--- src/rtl/mult_arb_pkg.sv ---
`default_nettype none
// ============================================================================
// Module   : mult_arb_pkg
// Brief    : Shared types and defaults for the multiplier arbiter.
// Revision : 1.0 - initial release
// ============================================================================
package mult_arb_pkg;

    localparam int NREQ_DEF = 4;
    localparam int W_DEF    = 16;
    localparam int RW_DEF   = 32;

    typedef enum logic [2:0] {
        IDLE  = 3'd0,
        ARB   = 3'd1,
        ISSUE = 3'd2,
        WAIT  = 3'd3,
        RESP  = 3'd4
    } state_t;

    // Round-robin pointer width; never narrower than one bit.
    function automatic int ptr_width(input int n);
        return (n > 1) ? $clog2(n) : 1;
    endfunction

endpackage
`default_nettype wire

--- src/rtl/mult_arbiter_rr_pick.sv ---
`default_nettype none
// ============================================================================
// Module   : rr_pick
// Brief    : Combinational round-robin picker: first set req bit at or after ptr.
// Revision : 1.0 - initial release
// ============================================================================
module rr_pick #(
    parameter int NREQ = 4,
    parameter int PW   = 2
) (
    input  logic [NREQ-1:0] req,
    input  logic [PW-1:0]   ptr,
    output logic [NREQ-1:0] gnt,
    output logic            any_valid
);

    logic [PW:0]   w_sum;
    logic [PW-1:0] w_idx;

    always_comb begin
        gnt       = '0;
        any_valid = 1'b0;
        w_sum     = '0;
        w_idx     = '0;
        for (int off = 0; off < NREQ; off++) begin
            w_sum = {1'b0, ptr} + (PW+1)'(off);
            if (w_sum >= (PW+1)'(NREQ)) begin
                w_sum = w_sum - (PW+1)'(NREQ);
            end
            w_idx = w_sum[PW-1:0];
            if (!any_valid && req[w_idx]) begin
                gnt[w_idx] = 1'b1;
                any_valid  = 1'b1;
            end
        end
    end

endmodule
`default_nettype wire

--- src/rtl/mult_arbiter.sv ---
`default_nettype none
// ============================================================================
// Module   : mult_arbiter
// Brief    : Round-robin scheduler sharing one sequential multiplier among
//            NREQ requesters, with zero-operand bypass.
//            Optional watchdog: define MULT_ARB_TIMEOUT_EN.
// Revision : 1.0 - initial release
// ============================================================================
module mult_arbiter
    import mult_arb_pkg::*;
#(
    parameter int NREQ        = NREQ_DEF,
    parameter int W           = W_DEF,
    parameter int RW          = RW_DEF,
    parameter int TIMEOUT_CYC = 128
) (
    input  logic              clk,
    input  logic              rst,
    input  logic [NREQ-1:0]   req,
    input  logic [NREQ*W-1:0] a_in,
    input  logic [NREQ*W-1:0] b_in,
    output logic [NREQ-1:0]   gnt,
    output logic [NREQ-1:0]   rsp_valid,
    output logic [RW-1:0]     rsp_data,
    output logic              err,
    output logic              mul_start,
    output logic [W-1:0]      mul_a,
    output logic [W-1:0]      mul_b,
    input  logic              mul_done,
    input  logic [RW-1:0]     mul_res
);

    localparam int PW = ptr_width(NREQ);

    state_t          r_state;
    state_t          w_state_nxt;
    logic [PW-1:0]   r_ptr;
    logic [PW-1:0]   w_gidx;
    logic [PW-1:0]   w_ptr_nxt;
    logic [NREQ-1:0] w_pick;
    logic            w_any;
    logic [W-1:0]    w_sel_a;
    logic [W-1:0]    w_sel_b;
    logic            w_zero_op;
    logic            w_timeout;

    rr_pick #(
        .NREQ (NREQ),
        .PW   (PW)
    ) u_rr_pick (
        .req       (req),
        .ptr       (r_ptr),
        .gnt       (w_pick),
        .any_valid (w_any)
    );

    always_comb begin
        w_sel_a = '0;
        w_sel_b = '0;
        for (int i = 0; i < NREQ; i++) begin
            if (w_pick[i]) begin
                w_sel_a = a_in[i*W +: W];
                w_sel_b = b_in[i*W +: W];
            end
        end
    end

    // The multiplier's normalise loop never ends on zero, so zero never goes there.
    assign w_zero_op = (w_sel_a == '0) || (w_sel_b == '0);

    always_comb begin
        w_gidx = '0;
        for (int i = 0; i < NREQ; i++) begin
            if (gnt[i]) begin
                w_gidx = PW'(i);
            end
        end
    end

    assign w_ptr_nxt = (w_gidx == PW'(NREQ-1)) ? '0 : w_gidx + PW'(1);

`ifdef MULT_ARB_TIMEOUT_EN
    localparam int TW = ($clog2(TIMEOUT_CYC+1) > 8) ? $clog2(TIMEOUT_CYC+1) : 8;

    logic [TW-1:0] r_tcnt;
    logic          r_err;

    // Fires on the last allowed WAIT cycle; a coincident mul_done wins.
    assign w_timeout = (r_state == WAIT) && !mul_done &&
                       (r_tcnt == TW'(TIMEOUT_CYC-1));

    always_ff @(posedge clk or negedge rst) begin
        if (!rst) begin
            r_tcnt <= '0;
            r_err  <= 1'b0;
        end else begin
            r_err <= w_timeout;
            if (r_state == ISSUE) begin
                r_tcnt <= '0;
            end else if (r_state == WAIT) begin
                r_tcnt <= r_tcnt + TW'(1);
            end
        end
    end

    assign err = r_err;
`else
    assign w_timeout = 1'b0;
    assign err       = 1'b0;
`endif

    always_ff @(posedge clk or negedge rst) begin
        if (!rst) begin
            r_state <= IDLE;
        end else begin
            r_state <= w_state_nxt;
        end
    end

    always_comb begin
        w_state_nxt = r_state;
        case (r_state)
            IDLE:    if (|req) w_state_nxt = ARB;
            ARB: begin
                if (!w_any) begin
                    w_state_nxt = IDLE;
                end else if (w_zero_op) begin
                    w_state_nxt = RESP;
                end else begin
                    w_state_nxt = ISSUE;
                end
            end
            ISSUE:   w_state_nxt = WAIT;
            WAIT:    if (mul_done || w_timeout) w_state_nxt = RESP;
            RESP:    w_state_nxt = IDLE;
            default: w_state_nxt = IDLE;
        endcase
    end

    // Outputs are registered on the transition so each is high while in its state.
    always_ff @(posedge clk or negedge rst) begin
        if (!rst) begin
            r_ptr     <= '0;
            gnt       <= '0;
            rsp_valid <= '0;
            rsp_data  <= '0;
            mul_start <= 1'b0;
            mul_a     <= '0;
            mul_b     <= '0;
        end else begin
            mul_start <= (w_state_nxt == ISSUE);
            rsp_valid <= '0;
            case (r_state)
                ARB: begin
                    gnt   <= w_pick;
                    mul_a <= w_sel_a;
                    mul_b <= w_sel_b;
                    if (w_any && w_zero_op) begin
                        rsp_data  <= '0;
                        rsp_valid <= w_pick;
                    end
                end
                WAIT: begin
                    if (mul_done) begin
                        rsp_data  <= mul_res;
                        rsp_valid <= gnt;
                    end else if (w_timeout) begin
                        rsp_data  <= '0;
                        rsp_valid <= gnt;
                    end
                end
                RESP: begin
                    gnt   <= '0;
                    r_ptr <= w_ptr_nxt;
                end
                default: ;
            endcase
        end
    end

endmodule
`default_nettype wire

--- config.mk ---
export PLATFORM = sky130hd
export DESIGN_NAME = mult_arbiter
export DESIGN_NICKNAME = d
export VERILOG_FILES = /design/src/rtl/mult_arb_pkg.sv /design/src/rtl/mult_arbiter_rr_pick.sv /design/src/rtl/mult_arbiter.sv
export SDC_FILE = /design/constraint.sdc
export NUM_CORES = 1
export LEC_CHECK = 0
export ABC_AREA = 1
export CAP_MARGIN = 20
export CORE_ASPECT_RATIO = 1.2
export CORE_UTILIZATION = 45
export CTS_CLUSTER_SIZE = 12
export DETAILED_ROUTE_END_ITERATION = 12
export GPL_TIMING_DRIVEN = 0
export PLACE_DENSITY = 0.87
export SLEW_MARGIN = 0
export SYNTH_ARGS = -nofsm -noshare
export SYNTH_HDL_FRONTEND = slang
export SYNTH_SLANG_ARGS = --single-unit
--- constraint.sdc ---
create_clock -name clk -period 6.24 [get_ports clk]
set_input_delay 1.248 -clock clk [delete_from_list [all_inputs] [get_ports clk]]
set_output_delay 1.248 -clock clk [all_outputs]
set_load 0.01 [all_outputs]
==> results.txt, run 1 <==
Fmax achieved = 244.3 MHz
Clk root buf = clkbuf_16
Power, Total = 4.675 mW
DR WL/cell = 15.35 um
CP max stage delay = 0.45 ns
Sequential element share of the synthesized area = 38.56%
Total CTS buffers = 9
Period utilization = 65.61%
Clock transition at path regs = 0.06 ns
IO Count = 241
Pins Over Slew Limit = 0
Post-synthesis register bit count = 78
Clock Sinks = 78
Core occupancy in the finished layout = 72.37%
Clock Skews = 0.004922 ns
Row count = 42
Slew HR = 32.45%
Maxcap violations = 0
DRC violations left = 0
Layout area overhead = 57.02%
Largest fanout on the critical path = 10
CP bufs+invs = 4
Setup Crit Path Kind = in -> reg
Synth top cells by count = 307 x nand2_1, 89 x inv_1, 78 x dfrtp_1
Met3 WL post-DR = 1.320 mm
Synthesized area = 5062 um2
Total routed wirelength = 17.96 mm
Final std cells w/o fill = 1170
Cell taking the most area after synthesis = dfrtp_1
Yosys top cell area share = 38.56%
N_diodes = 0
Post-synth EDFFs = 0
CP Launch Point = req[3]
Overall routing resource usage = 31.30%
Most used cell along the critical path = nand2_1
Vias/cell = 5.003
Unique masters post-synth = 29
Critical R2R Capture = rsp_data[8]$_DFFE_PN0P_
Critical Path RT = 6.45 ns
Worst EP arrival = 4.31 ns
Run status = completed
Layout Nets = 1208
Final Hold Viols = 0
Die Wd = 98.83 um
Worst r2r path cells = 20
Leakage = 4.073 nW
Number of setup buffers added after CTS = 0
FF-to-FF Start = r_ptr[0]$_DFFE_PN0N_
R2r setup slk = 2.48 ns
Vias in the first global route = 5730
Max H-tree Level = 3
Antenna-violating nets left = 0
Via count = 5854
Multi-input gate area in the final layout = 2551 um2
Port-buffer cells = 239
Fin crit period = 4.094 ns
Post-Route M1 WL = 6.623 mm
CP delay by family, top = simple AND/OR/NAND/NOR gates
Ys async rst share = 100.0%
Largest net degree at the start of global routing = 57
Routability cong. = 0.9608
Post-synth top flop = dfrtp_1
Sequential cell area = 1952 um2
Initial DRC Count = 312
Layout cells sized above 1 = 5.491%
Die height = 118.2 um
Final setup fails = 0
Initial Util = 46.09%
Placed cells = 1155
WHS Path Cells = 2
Ranking of synthesized cells by area = dfrtp_1 39%, nand2_1 23%, inv_1 6.6%
Worst-Skew Late Latency = 0.33 ns
Worst Tran Pin Value = 1.006 ns
Worst path cell trace = clkdlybuf4s50_1 -> nand2_1 -> nand3_2 -> nand2_4 -> nand2_2 -> nor2_4 -> nand2_1 -> o21ai_4 -> inv_2 -> clkbuf_1 -> o21ai_0 -> nand4_1 -> nor2_1 -> nand2_1 -> nand2_2 -> nand2_2 -> buf_2 -> nand3_1 -> nand2_1
Buffer depth of the longest clock path = 2
Number of hold buffers added after cts = 0
Core area = 10980 um2
Startpoint types = primary input
Peak VDD IR = 0.0003930 V
Total Die Area = 11680 um2
Hold Slack = 0.4795 ns
CTS tree = built
Worst min path class = reg -> reg
Synth Area per Inst = 6.465 um2
Setup TNS = 0 ns
CP max-delay cell = clkdlybuf4s50_1
Setup crit end kind = register
Post-Synthesis Cells = 783
FILL cells = 877
Most common cell in the synthesized netlist = nand2_1
RSZ-0062 raised after global routing = no
First drt pass iteration count = 5
Antenna violations before repair = 0
Synth warn = 0
WL met2 = 8.869 mm
Final HPWL DP = 14.31 mm
Top layer in use = met4
First-pass GRT wire length = 27.98 mm
Critical Path End = rsp_data[8]$_DFFE_PN0P_
Congestion Overflow GR = 0
PwrDens = 588.1 nW/um2
WP depth = 19
Post-CTS Resized = 0
Mapped Nets = 957
[kinds of logic after synthesis]
group	after synthesis	share of synthesized area (%)
AND/OR/NAND/NOR	448	36.90
buffers and inverters	135	11.05
AO/OA/AOI/OAI	114	11.69
flip-flops	78	38.56
adder cells (fa/ha/maj)	7	1.730
other	1	0.07408
[worst min path at each step]
stage	from	to	slack, ns
after floorplan	mul_b[0]$_DFFE_PN0P_	mul_b[0]$_DFFE_PN0P_	0.52
after global placement	mul_b[8]$_DFFE_PN0P_	mul_b[8]$_DFFE_PN0P_	0.47
after detailed placement	mul_b[2]$_DFFE_PN0P_	mul_b[2]$_DFFE_PN0P_	0.47
after CTS	mul_b[2]$_DFFE_PN0P_	mul_b[2]$_DFFE_PN0P_	0.48
after global routing	mul_b[2]$_DFFE_PN0P_	mul_b[2]$_DFFE_PN0P_	0.49
final	mul_b[2]$_DFFE_PN0P_	mul_b[2]$_DFFE_PN0P_	0.48
[registers in the layout, summed over array words and instances (netlist names)]
register,count
r_state,3
mul_a,16
mul_b,16
r_ptr,2
rsp_valid,4
rsp_data,32
mul_start,1
gnt,4
[per-stage QoR]
| step | area, um2 | setup WS [ns] |
|---|---|---|
| 2_1_floorplan | 5062 | 2.926 |
| 3_3_place_gp | 7620 | 1.218 |
| 3_5_place_dp | 7645 | 1.821 |
| 4_1_cts | 7949 | 2.133 |
| 5_1_grt | 7949 | 1.794 |
| 6_report | 7949 | 2.146 |
[where the power goes]
group / internal [mW] / total [mW] / leakage, nW / switching [mW]
Sequential: 0.737 / 0.882 / 1.02 / 0.145
Clock: 0.346 / 0.542 / 0.152 / 0.196
Combinational: 1.24 / 3.25 / 2.90 / 2.01
Total: 2.32 / 4.67 / 4.07 / 2.35
[area by class of cell]
cell class / instances / share of cell area [%]
flip-flops and latches: 78 / 24.56
clock buffers: 10 / 2.881
inverters: 94 / 4.439
multi-input cells: 570 / 32.10
well taps: 132 / 2.078
plain buffers: 41 / 2.597
repair buffers: 240 / 30.41
clock inverters: 5 / 0.9444
[tightest hold or removal path: stages, from the launching register on]
cell	delay, ns
dfrtp_1	0.33
nand2_1	0.05
nand2_1	0.06
[cell usage in the layout, fill, tap and decap left out]
master / count
or2_2: 1
nand2_4: 2
clkbuf_2: 2
clkinv_1: 1
nand4_1: 3
buf_1: 1
buf_2: 19
nand2_1: 307
a21oi_1: 65
nor2_1: 50
buf_16: 1
dfrtp_1: 78
nand3_1: 48
conb_1: 1
o22ai_1: 4
bufinv_16: 2
buf_6: 3
o21ai_0: 42
or2_0: 22
clkdlybuf4s50_1: 238
nand2_2: 5
buf_4: 2
clkbuf_16: 9
clkinv_2: 3
or2_1: 4
inv_1: 89
clkbuf_1: 16
o21ai_4: 1
o211ai_1: 2
inv_2: 4
ha_1: 7
nor2_4: 1
nand3_2: 2
nor3_1: 3
[metal layers]
metal,GRT usage [%],vias to the layer above
li1,-,2915
met2,54.11,255
met1,33.64,2610
met3,8.338,74
met5,0,-
met4,19.59,0
Note: power is estimated with default switching activity, not from simulation.
==> run 2: changes to the inputs <==
Settings changed: CORE_UTILIZATION 45 to 42, PLACE_DENSITY 0.87 to 0.82.
Clock period 6.24 ns to 3.8 ns, I/O delays scaled along.
==> run 2 against run 1 <==
Net effect: combinational power grew 63%; non-clock buffer count grew 2; routed wire length grew 0.23%; sequential power grew 64%; sequential share of layout area shrank 0.19 points; critical path type unchanged; global-route usage shrank 1.8 points; sequential cell count is the same; largest power group unchanged; via count grew 1.8%; clock power grew 62%; largest cell class unchanged; highest routed layer unchanged.
==> results.txt, run 2 (synthesized netlist as in run 1, its figures left out) <==
Run status = completed (unchanged)
Largest register FFs = 32 (unchanged)
Antenna violations before repair = 0 (unchanged)
Commonest non-fill, non-tap cells in the layout = 306 x nand2_1, 238 x clkdlybuf4s50_1, 88 x inv_1 (was 307 x nand2_1, 238 x clkdlybuf4s50_1, 89 x inv_1)
Clock Sinks = 78 (unchanged)
Total Die Area = 12500 um2 (was 11680 um2)
Max H-tree Level = 3 (unchanged)
Buffer depth of the longest clock path = 2 (unchanged)
Power, Total = 7.633 mW (was 4.675 mW)
Final HPWL DP = 14.46 mm (was 14.31 mm)
Initial DRC Count = 320 (was 312)
Worst Tran Pin Value = 0.8257 ns (was 1.006 ns)
Routability cong. = 0.9291 (was 0.9608)
Logic pwr share = 69.5% (about the same)
Fin crit period = 3.598 ns
Period utilization = 94.69%
Die height = 122.3 um (was 118.2 um)
Number of hold buffers added after cts = 0 (unchanged)
Worst EP arrival = 3.81 ns (was 4.31 ns)
Worst path cell trace = clkdlybuf4s50_1 -> inv_1 -> nand2_1 -> nand3_1 -> nand2_1 -> nand3_1 -> nor2_1 -> nor2_1 -> nand2_2 -> buf_1 -> a21oi_1 -> nand2_1 -> nand2_1 -> nand4_1 -> nor2_1 -> nand2_1 -> nand2_2 -> nand2_2 -> nand2_4 -> buf_6 -> nand2_1 -> nand2_1 (was clkdlybuf4s50_1 -> nand2_1 -> nand3_2 -> nand2_4 -> nand2_2 -> nor2_4 -> nand2_1 -> o21ai_4 -> inv_2 -> clkbuf_1 -> o21ai_0 -> nand4_1 -> nor2_1 -> nand2_1 -> nand2_2 -> nand2_2 -> buf_2 -> nand3_1 -> nand2_1)
Sequential Power Share = 18.9% (about the same)
Initial Util = 43.36% (was 46.09%)
Overall routing resource usage = 29.54% (was 31.30%)
CP max stage delay = 0.52 ns (was 0.45 ns)
Peak VDD IR = 0.0006271 V (was 0.0003930 V)
Fmax achieved = 277.9 MHz
Leakage = 4.092 nW (was 4.073 nW)
Core occupancy in the finished layout = 68.72% (was 72.37%)
Row count = 43 (was 42)
Setup crit end kind = register (unchanged)
Total net switching power = 3.827 mW (was 2.355 mW)
IO Count = 241 (unchanged)
Pins Over Slew Limit = 0 (unchanged)
PwrDens = 951.5 nW/um2 (was 588.1 nW/um2)
Clk pwr share = 11.5% (was 11.6%)
Clk root buf = clkbuf_16 (unchanged)
CP delay by family, top = simple AND/OR/NAND/NOR gates (unchanged)
Layout area overhead = 58.48% (was 57.02%)
Clock transition at path regs = 0.06 ns (about the same)
Most used cell along the critical path = nand2_1 (unchanged)
Antenna-violating nets left = 0 (unchanged)
Worst min path class = in -> async (was reg -> reg)
Maxcap violations = 0 (unchanged)
Layout cells sized above 1 = 6.532% (was 5.491%)
Worst-Skew Late Latency = 0.33 ns (about the same)
CP max-delay cell = clkdlybuf4s50_1 (unchanged)
First-pass GRT wire length = 27.80 mm (was 27.98 mm)
First drt pass iteration count = 5 (unchanged)
Internal cell power = 3.806 mW (was 2.320 mW)
Via count = 5958 (was 5854)
Vias in the first global route = 5741 (was 5730)
Largest reg by FF count = rsp_data (unchanged)
Startpoint types = primary input (unchanged)
Final Hold Viols = 0 (unchanged)
DR WL/cell = 15.02 um (was 15.35 um)
DRC violations left = 0 (unchanged)
Total routed wirelength = 18.00 mm (was 17.96 mm)
Layout Nets = 1210 (was 1208)
N_diodes = 0 (unchanged)
Port-buffer cells = 239 (unchanged)
CTS tree = built (unchanged)
Vias/cell = 4.973 (was 5.003)
Largest fanout on the critical path = 10 (unchanged)
Setup Crit Path Kind = in -> reg (unchanged)
Die Wd = 102.2 um (was 98.83 um)
Slew HR = 44.53% (was 32.45%)
Final setup fails = 0 (unchanged)
Total CTS buffers = 9 (unchanged)
Congestion Overflow GR = 0 (unchanged)
CP bufs+invs = 4 (unchanged)
Clock Skews = 0.005255 ns (was 0.004922 ns)
Switching Fraction = 50.13% (was 50.38%)
Core area = 11670 um2 (was 10980 um2)
Largest registers = rsp_data x32, mul_a x16, mul_b x16 (unchanged)
Largest net degree at the start of global routing = 63 (was 57)
Critical Path RT = 4.01 ns (was 6.45 ns)
Commonest non-fill, non-tap cell in the layout = nand2_1 (unchanged)
==> run 2: final cells by class <==
class | instances | area (um2)
Timing Repair Buffer | 242 | 2432
Clock inverter | 6 | 70.07
Tap cell | 157 | 196.4
Fill cell | 1007 | 3652
Multi-Input combinational cell | 570 | 2560
Clock buffer | 10 | 239.0
Buffer | 41 | 217.7
Sequential cell | 78 | 1954
Inverter | 94 | 352.8
==> run 2: what timing repair did <==
| item | in CTS | in global routing |
|---|---|---|
| buffers inserted | 0 | 2 |
| setup endpoints to repair | 0 | 33 |
| resized for setup | 0 | 12 |
==> run 2: final timing paths <==
| kind | slack (ns) | end | depth (start not counted) | startpoint |
|---|---|---|---|---|
| min in group clk | 0.48 | mul_a[8]$_DFFE_PN0P_ | 2 | mul_a[8]$_DFFE_PN0P_ |
| max in group asynchronous | 2.92 | r_ptr[0]$_DFFE_PN0N_ | 2 | rst |
| worst min-delay path | 0.29 | rsp_data[17]$_DFFE_PN0P_ | 1 | rst |
| worst min register to register | 0.48 | mul_a[8]$_DFFE_PN0P_ | 2 | mul_a[8]$_DFFE_PN0P_ |
| worst max register to register | 0.33 | rsp_data[27]$_DFFE_PN0P_ | 22 | r_ptr[1]$_DFFE_PN0N_ |
| worst max-delay path | 0.20 | rsp_data[27]$_DFFE_PN0P_ | 22 | req[2] |
==> run 2: per-stage QoR <==
step	std cells	setup WS (ns)	hold slack, ns	area (um2)	TNS (ns)
after floorplan	783	0.8603	0.4644	5062	0
after global placement	1179	-0.7612	0.4668	7651	-61.76
after detailed placement	1180	-0.1476	0.4718	7676	-3.503
after CTS	1196	0.1016	0.2949	7985	0
after global routing	1198	-0.003144	0.2906	8023	-0.003144
final	1198	0.2019	0.2944	8023	0
==> run 2: routing by layer <==
metal	wire length (um)	track usage, %
met1	6692	32.56
met2	8829	50.13
met3	1389	9.453
met4	1085	15.98
met5	0	0
==> run 2: power by group through the flow <==
stage	Combinational, mW	Clock, mW	Sequential (mW)
2_1_floorplan	3.11	0	1.58
3_3_place_gp	5.14	0	1.44
3_5_place_dp	5.22	0	1.45
4_1_cts	5.25	0.889	1.45
5_1_grt	5.93	0.924	1.49
6_report	5.31	0.880	1.45
==> run 3: changes to the inputs <==
Settings changed: SLEW_MARGIN 0 to not set.
==> results of run 3 <==
No change in the layout: final DEF, timing and power equal those of run 2.
==> RTL change 1 (settings of run 3) <==
Add a define of `MULT_ARB_TIMEOUT_EN`.
--- a/src/rtl/mult_arbiter.sv
+++ b/src/rtl/mult_arbiter.sv
@@ -8,2 +8,4 @@
 // ============================================================================
+`define MULT_ARB_TIMEOUT_EN
+
 module mult_arbiter
Formal check against the unedited RTL: same outputs for any inputs over 10 cycles, from zero or initial values and one cycle with rst low; that may be too few to reach the edited logic, so the function may still have changed.
==> RTL change 1 against run 3 <==
Clock skew rose by 1.5 ps; clock power fell by 3.1%; area after synthesis rose by 3.1%; count of clock-buffer cells in the layout fell by 1; routed wire length rose by 0.35%; die area rose by 3.1%; non-clock buffer count fell by 3; final cell count fell by 1.3%; total power rose by 0.91%; sequential cell count rose by 9; design area rose by 1.7%; first-iteration DRC count fell by 0.31%; synthesized cell count fell by 2.6%; setup slack improved by 150 ps; critical path type unchanged; critical endpoint is now rsp_data[16].
==> RTL change 1: results (changes against run 3) <==
Final layout
  – # diodes: 0 (unchanged)
  – Fill count: 1054 (was 1007)
  – Fraction of layout cells with a size suffix above 1: 6.46% (was 6.53%)
  – Multi-input gate area: 0.00259 mm2 (was 0.00256 mm2)
  – Largest registers: rsp_data x32, mul_a x16, mul_b x16 (unchanged)
  – Nets@finish: 1191 (was 1210)

Run status
  – Outcome: finished, final reports clean (unchanged)

Setup path
  – Reg2reg end: rsp_data[10] (was rsp_data[27])
  – R2r startpoint: r_ptr[1] (unchanged)
  – R2R setup slack: 420 ps (was 330 ps)
  – FF-to-FF path depth: 21 (was 22)

Clock tree
  – Clk_lat worst skew: 340 ps
  – Clk root buf: clkbuf_16 (unchanged)
  – CTS Buf Count: 9 (unchanged)
  – H-tree lvl count: 3 (unchanged)

Power and ir drop
  – Leakage Power: 4.00 nW (was 4.09 nW)
  – Worst vdd ir: 699 uV (was 627 uV)

Global route
  – Largest net degree at the start of global routing: 58 (was 63)
  – Vias in the first global route: 5743 (was 5741)
  – First-pass GRT wire length: 28100 um (was 27800 um)
  – Tot GR Track Use: 28.0% (was 29.5%)

STA
  – Worst clock skew: 6.72 ps (was 5.26 ps)
  – Worst-Margin Slew: 523 ps (was 826 ps)

Place
  – DP Area: 0.00785 mm2 (was 0.00768 mm2)
  – Port Buffers: 240 (was 239)
  – Pre-CTS WS: -74.7 ps (was -148 ps)
  – Final GP Congestion: 0.918 (was 0.929)
  – Final HPWL DP: 14100 um (was 14500 um)

Routing
  – Initial DRC Count: 319 (was 320)
  – Routed via count: 5840 (was 5958)
  – DR WL/cell: 15.3 um (was 15.0 um)

Synthesis
  – Synth cell count leaders: nand2_1 (312), dfrtp_1 (87), a21oi_1 (67) (was nand2_1 (307), inv_1 (89), dfrtp_1 (78))
  – Synth area leaders: dfrtp_1 (42%), nand2_1 (22%), a21oi_1 (6.4%) (was dfrtp_1 (39%), nand2_1 (23%), inv_1 (6.6%))
  – Sequential share of the synthesized area: 41.7% (was 38.6%)
  – Synth cell types: 31 (was 29)
  – Post-Syn Nets: 937 (was 957)
  – Top_reg_cell synth: dfrtp_1 (unchanged)

Min path
  – Hold/Removal Path Class: primary input to asynchronous set/reset pin (unchanged)
-- RTL change 1: worst max-delay path by stage --
stage / start / to / slack [ps] / depth (start not counted)
after floorplan: r_ptr[0] / rsp_data[10] / 940 / 23
after global placement: rst / mul_a[5] / -1220 / 1
final: req[3] / rsp_data[16] / 350 / 21
after CTS: r_ptr[0] / rsp_data[10] / 200 / 23
after global routing: req[2] / rsp_data[21] / 60 / 23
after detailed placement: req[1] / rsp_data[14] / -70 / 23
-- RTL change 1: per-layer routing --
metal	GRT usage (%)	wire, um	up-vias
met5	0	0	-
met4	13.9	830	0
met3	6.54	1180	57
met2	49.8	9130	218
met1	31.8	6920	2644
li1	-	-	2921
-- RTL change 1: cell type report --
type,instances,area share [%]
buffer,37,2.42
timing repair buffer,243,29.9
clock inverter,7,0.782
multi-input combinational,570,31.8
sequential,87,26.7
clock buffer,9,2.76
inverter,69,3.17
tap,161,2.47
-- RTL change 1: metrics by stage --
stage | cells | hold slack, ps | power (mW) | TNS, ps
after detailed placement | 1165 | 473 | 6.77 | -1600
after global routing | 1183 | 390 | 8.47 | 0
after floorplan | 763 | 444 | 4.79 | 0
after global placement | 1164 | 463 | 6.67 | -106210
final | 1183 | 361 | 7.70 | 0
after CTS | 1181 | 366 | 7.66 | 0
-- RTL change 1: kinds of logic after synthesis --
group	share of synthesized area (%)
and+or+nand+nor	35.1
adders and majority gates	1.68
buffers and inverters	8.75
xor gates and xnor gates	0.168
AOI/OAI and AO/OA	12.6
DFF	41.7
-- RTL change 1: timing repair --
action,in CTS,in global routing
buffers inserted,0,2
setup endpoints to repair,0,37
gates resized for setup,0,6
-- RTL change 1: where the power goes --
group / switching (mW) / internal, mW / leakage, nW
Clock: 0.394 / 0.459 / 0.137
Combinational: 3.26 / 2.04 / 2.76
Sequential: 0.235 / 1.31 / 1.11
Total: 3.89 / 3.81 / 4.00
-- RTL change 1: critical path: stages --
cell and delay (ps):
clkdlybuf4s50_1 510, nand2_1 80, nand3_2 130, nand2_4 90
nand3_1 160, nor2_1 60, nor2_1 180, o21ai_4 140
inv_2 130, buf_2 260, nor2_1 60, a21oi_1 310
nor2_1 80, nand2_1 70, nor2_1 50, nand2_1 80
nand2_2 90, nand2_4 160, buf_6 170, nand3_1 80
nand2_1 90
==> RTL change 2 (flow settings as in run 3) <==
Without the edit above. Re-encode `state_t` (5 states) as one-hot, 5 bits wide.
--- a/src/rtl/mult_arb_pkg.sv
+++ b/src/rtl/mult_arb_pkg.sv
@@ -12,8 +12,8 @@
 
-    typedef enum logic [2:0] {
-        IDLE  = 3'd0,
-        ARB   = 3'd1,
-        ISSUE = 3'd2,
-        WAIT  = 3'd3,
-        RESP  = 3'd4
+    typedef enum logic [4:0] {
+        IDLE  = 5'b00001,
+        ARB   = 5'b00010,
+        ISSUE = 5'b00100,
+        WAIT  = 5'b01000,
+        RESP  = 5'b10000
     } state_t;
Function: no difference found for any inputs over 10 cycles, from zero or initial values and one cycle with rst low; not proved beyond that.
==> RTL change 2 against run 3 <==
Total power fell by 13%; setup slack improved by 29 ps; critical path depth fell by 2; clock power fell by 2.7%; combinational power fell by 15%; area after synthesis rose by 1.8%; routed wire length rose by 1.0%; clock skew rose by 1.4 ps; design area rose by 0.98%; sequential cell count rose by 2; critical path type unchanged.
==> RTL change 2: results (changes against run 3) <==
Global route
  – Largest net degree at the start of global routing: 57 (was 63)
  – Initial antenna violation count: 0 (unchanged)
  – Tot GR Track Use: 28.5% (was 29.5%)
  – GR Util met3: 8.25% (was 9.45%)
  – Vias in the first global route: 5426 (was 5741)
  – Met2 usage: 51.0% (was 50.1%)
  – First-pass GRT wire length: 27100 um (was 27800 um)
  – M1 GR Usage: 32.4% (was 32.6%)

Routing
  – Vias per inst: 4.88 (was 4.97)
  – First-pass DRT Iterations: 4 (was 5)
  – Routed WL: 18200 um (was 18000 um)
  – Initial DRC Count: 314 (was 320)

Final layout
  – Nets@finish: 1213 (was 1210)
  – # diodes: 0 (unchanged)
  – Fraction of layout cells with a size suffix above 1: 6.52% (was 6.53%)
  – Fill count: 997 (was 1007)
  – Largest registers: rsp_data x32, mul_a x16, mul_b x16 (unchanged)

Synthesis
  – Synth area leaders: dfrtp_1 (38%), nand2_1 (22%), inv_1 (6.6%) (was dfrtp_1 (39%), nand2_1 (23%), inv_1 (6.6%))
  – Post-Syn Nets: 960 (was 957)
  – Synth cell count leaders: nand2_1 (298), inv_1 (90), dfrtp_1 (79) (was nand2_1 (307), inv_1 (89), dfrtp_1 (78))
  – Syn. warnings: 0 (unchanged)
  – Synth cell types: 33 (was 29)
  – Sequential share of the synthesized area: 38.9% (was 38.6%)
  – Ys async rst share: 100% (unchanged)
  – Top_reg_cell synth: dfrtp_1 (unchanged)

Place
  – DP Area: 0.00777 mm2 (was 0.00768 mm2)
  – Final GP Congestion: 0.893 (was 0.929)
  – Final HPWL DP: 14500 um (about the same)
  – Port Buffers: 239 (unchanged)

Setup path
  – Critical path fanouts, max: 10 (unchanged)
  – Arrival time of the worst setup path: 3780 ps (was 3810 ps)

Clock tree
  – H-tree lvl count: 3 (unchanged)
  – CTS Buf Count: 9 (unchanged)
  – Clk root buf: clkbuf_16 (unchanged)
  – CTS max path bufs: 2 (unchanged)
  – Clk_lat worst skew: 330 ps (about the same)
  – Clock transition at the registers of the reported paths: 60 ps (about the same)

Power and ir drop
  – Worst vdd ir: 511 uV (was 627 uV)
  – Leakage Power: 4.14 nW (was 4.09 nW)

STA
  – Max_slew headroom: 34.2% (was 44.5%)
  – Worst clock skew: 6.64 ps (was 5.26 ps)

Min path
  – Hold/Removal Path Class: primary input to asynchronous set/reset pin (unchanged)

Run status
  – Outcome: finished, final reports clean (unchanged)
-- RTL change 2: changes by cell type in the layout (fill, tap and decap cells not counted), moves of 2 or more --
cell      delta
clkinv_1     +2
o21ai_0      -5
clkinv_4     -3
nor2_1       +6
nor4_1       +2
nand4_1      +3
buf_6        -2
nand2_2      -2
buf_8        +3
or2_0        -3
o22ai_1      +4
or2_2        +3
nand3_1      -2
nand2_1      -9
-- RTL change 2: timing repair --
item	in CTS	in global routing
buffers inserted	0	2
resized for setup	0	13
endpoints found under the setup margin	0	37
-- RTL change 2: where the power goes --
group	switching [mW]	internal (mW)	total, mW	leakage [nW]
sequential	0.172	1.12	1.29	1.05
combinational	2.83	1.70	4.53	2.94
clock	0.333	0.523	0.856	0.145
-- RTL change 2: layout make-up --
| cell class | instances | area (um2) | area share, % |
|---|---|---|---|
| flip-flops and latches | 80 | 2010 | 24.8 |
| well taps | 157 | 196 | 2.42 |
| clock buffers | 10 | 239 | 2.95 |
| repair buffers | 242 | 2430 | 30.0 |
| multi-input cells | 569 | 2580 | 31.8 |
| plain buffers | 41 | 233 | 2.87 |
| inverters | 96 | 360 | 4.45 |
| clock inverters | 5 | 56.3 | 0.695 |
-- RTL change 2: path summary, 6_finish.rpt --
check	end	slack, ps	from	cells past startpoint
min reg2reg	mul_b[15]	490	mul_b[15]	2
max	rsp_data[20]	230	req[3]	20
min in group clk	mul_b[15]	490	mul_b[15]	2
min	rsp_data[30]	330	rst	1
max reg2reg	rsp_data[20]	310	r_ptr[1]	21
max in group asynchronous	r_state[0]	2840	rst	2
-- RTL change 2: routing by layer --
layer | wire length (um) | up-vias
met5 | 0 | -
met4 | 549 | 0
met3 | 1470 | 37
met2 | 9090 | 235
met1 | 7070 | 2636
li1 | - | 2942
-- RTL change 2: kinds of logic after synthesis --
family / after synthesis / share of synthesized area, %
compound gates: 114 / 11.7
flops: 80 / 38.9
other cells: 1 / 0.0728
simple gates: 447 / 36.4
buf+inv: 137 / 11.3
fa+ha+maj: 7 / 1.70
-- RTL change 2: critical path, cell delays in order --
cell             delay (ps)
clkdlybuf4s50_1         450
nand2_1                 100
nand3_2                 130
nand2_4                 150
nand2_2                  80
nor2_4                  110
nand2_1                 100
o21ai_4                 250
inv_2                   110
buf_2                   220
or2_1                   240
nand2_1                 170
nand4_1                 130
nor2_1                  100
nand2_1                  70
nand2_2                 110
nand2_4                 110
buf_2                   210
nand3_1                  90
nand2_1                  70
-- RTL change 2: metrics by stage --
step / util (%) / setup WS (ps) / instances
after floorplan: - / 854 / 786
after global placement: 66.0 / -896 / 1182
after detailed placement: 66.2 / -264 / 1183
after CTS: 68.7 / 36.8 / 1198
after global routing: 69.1 / -9.54 / 1200
final: 69.1 / 231 / 1200
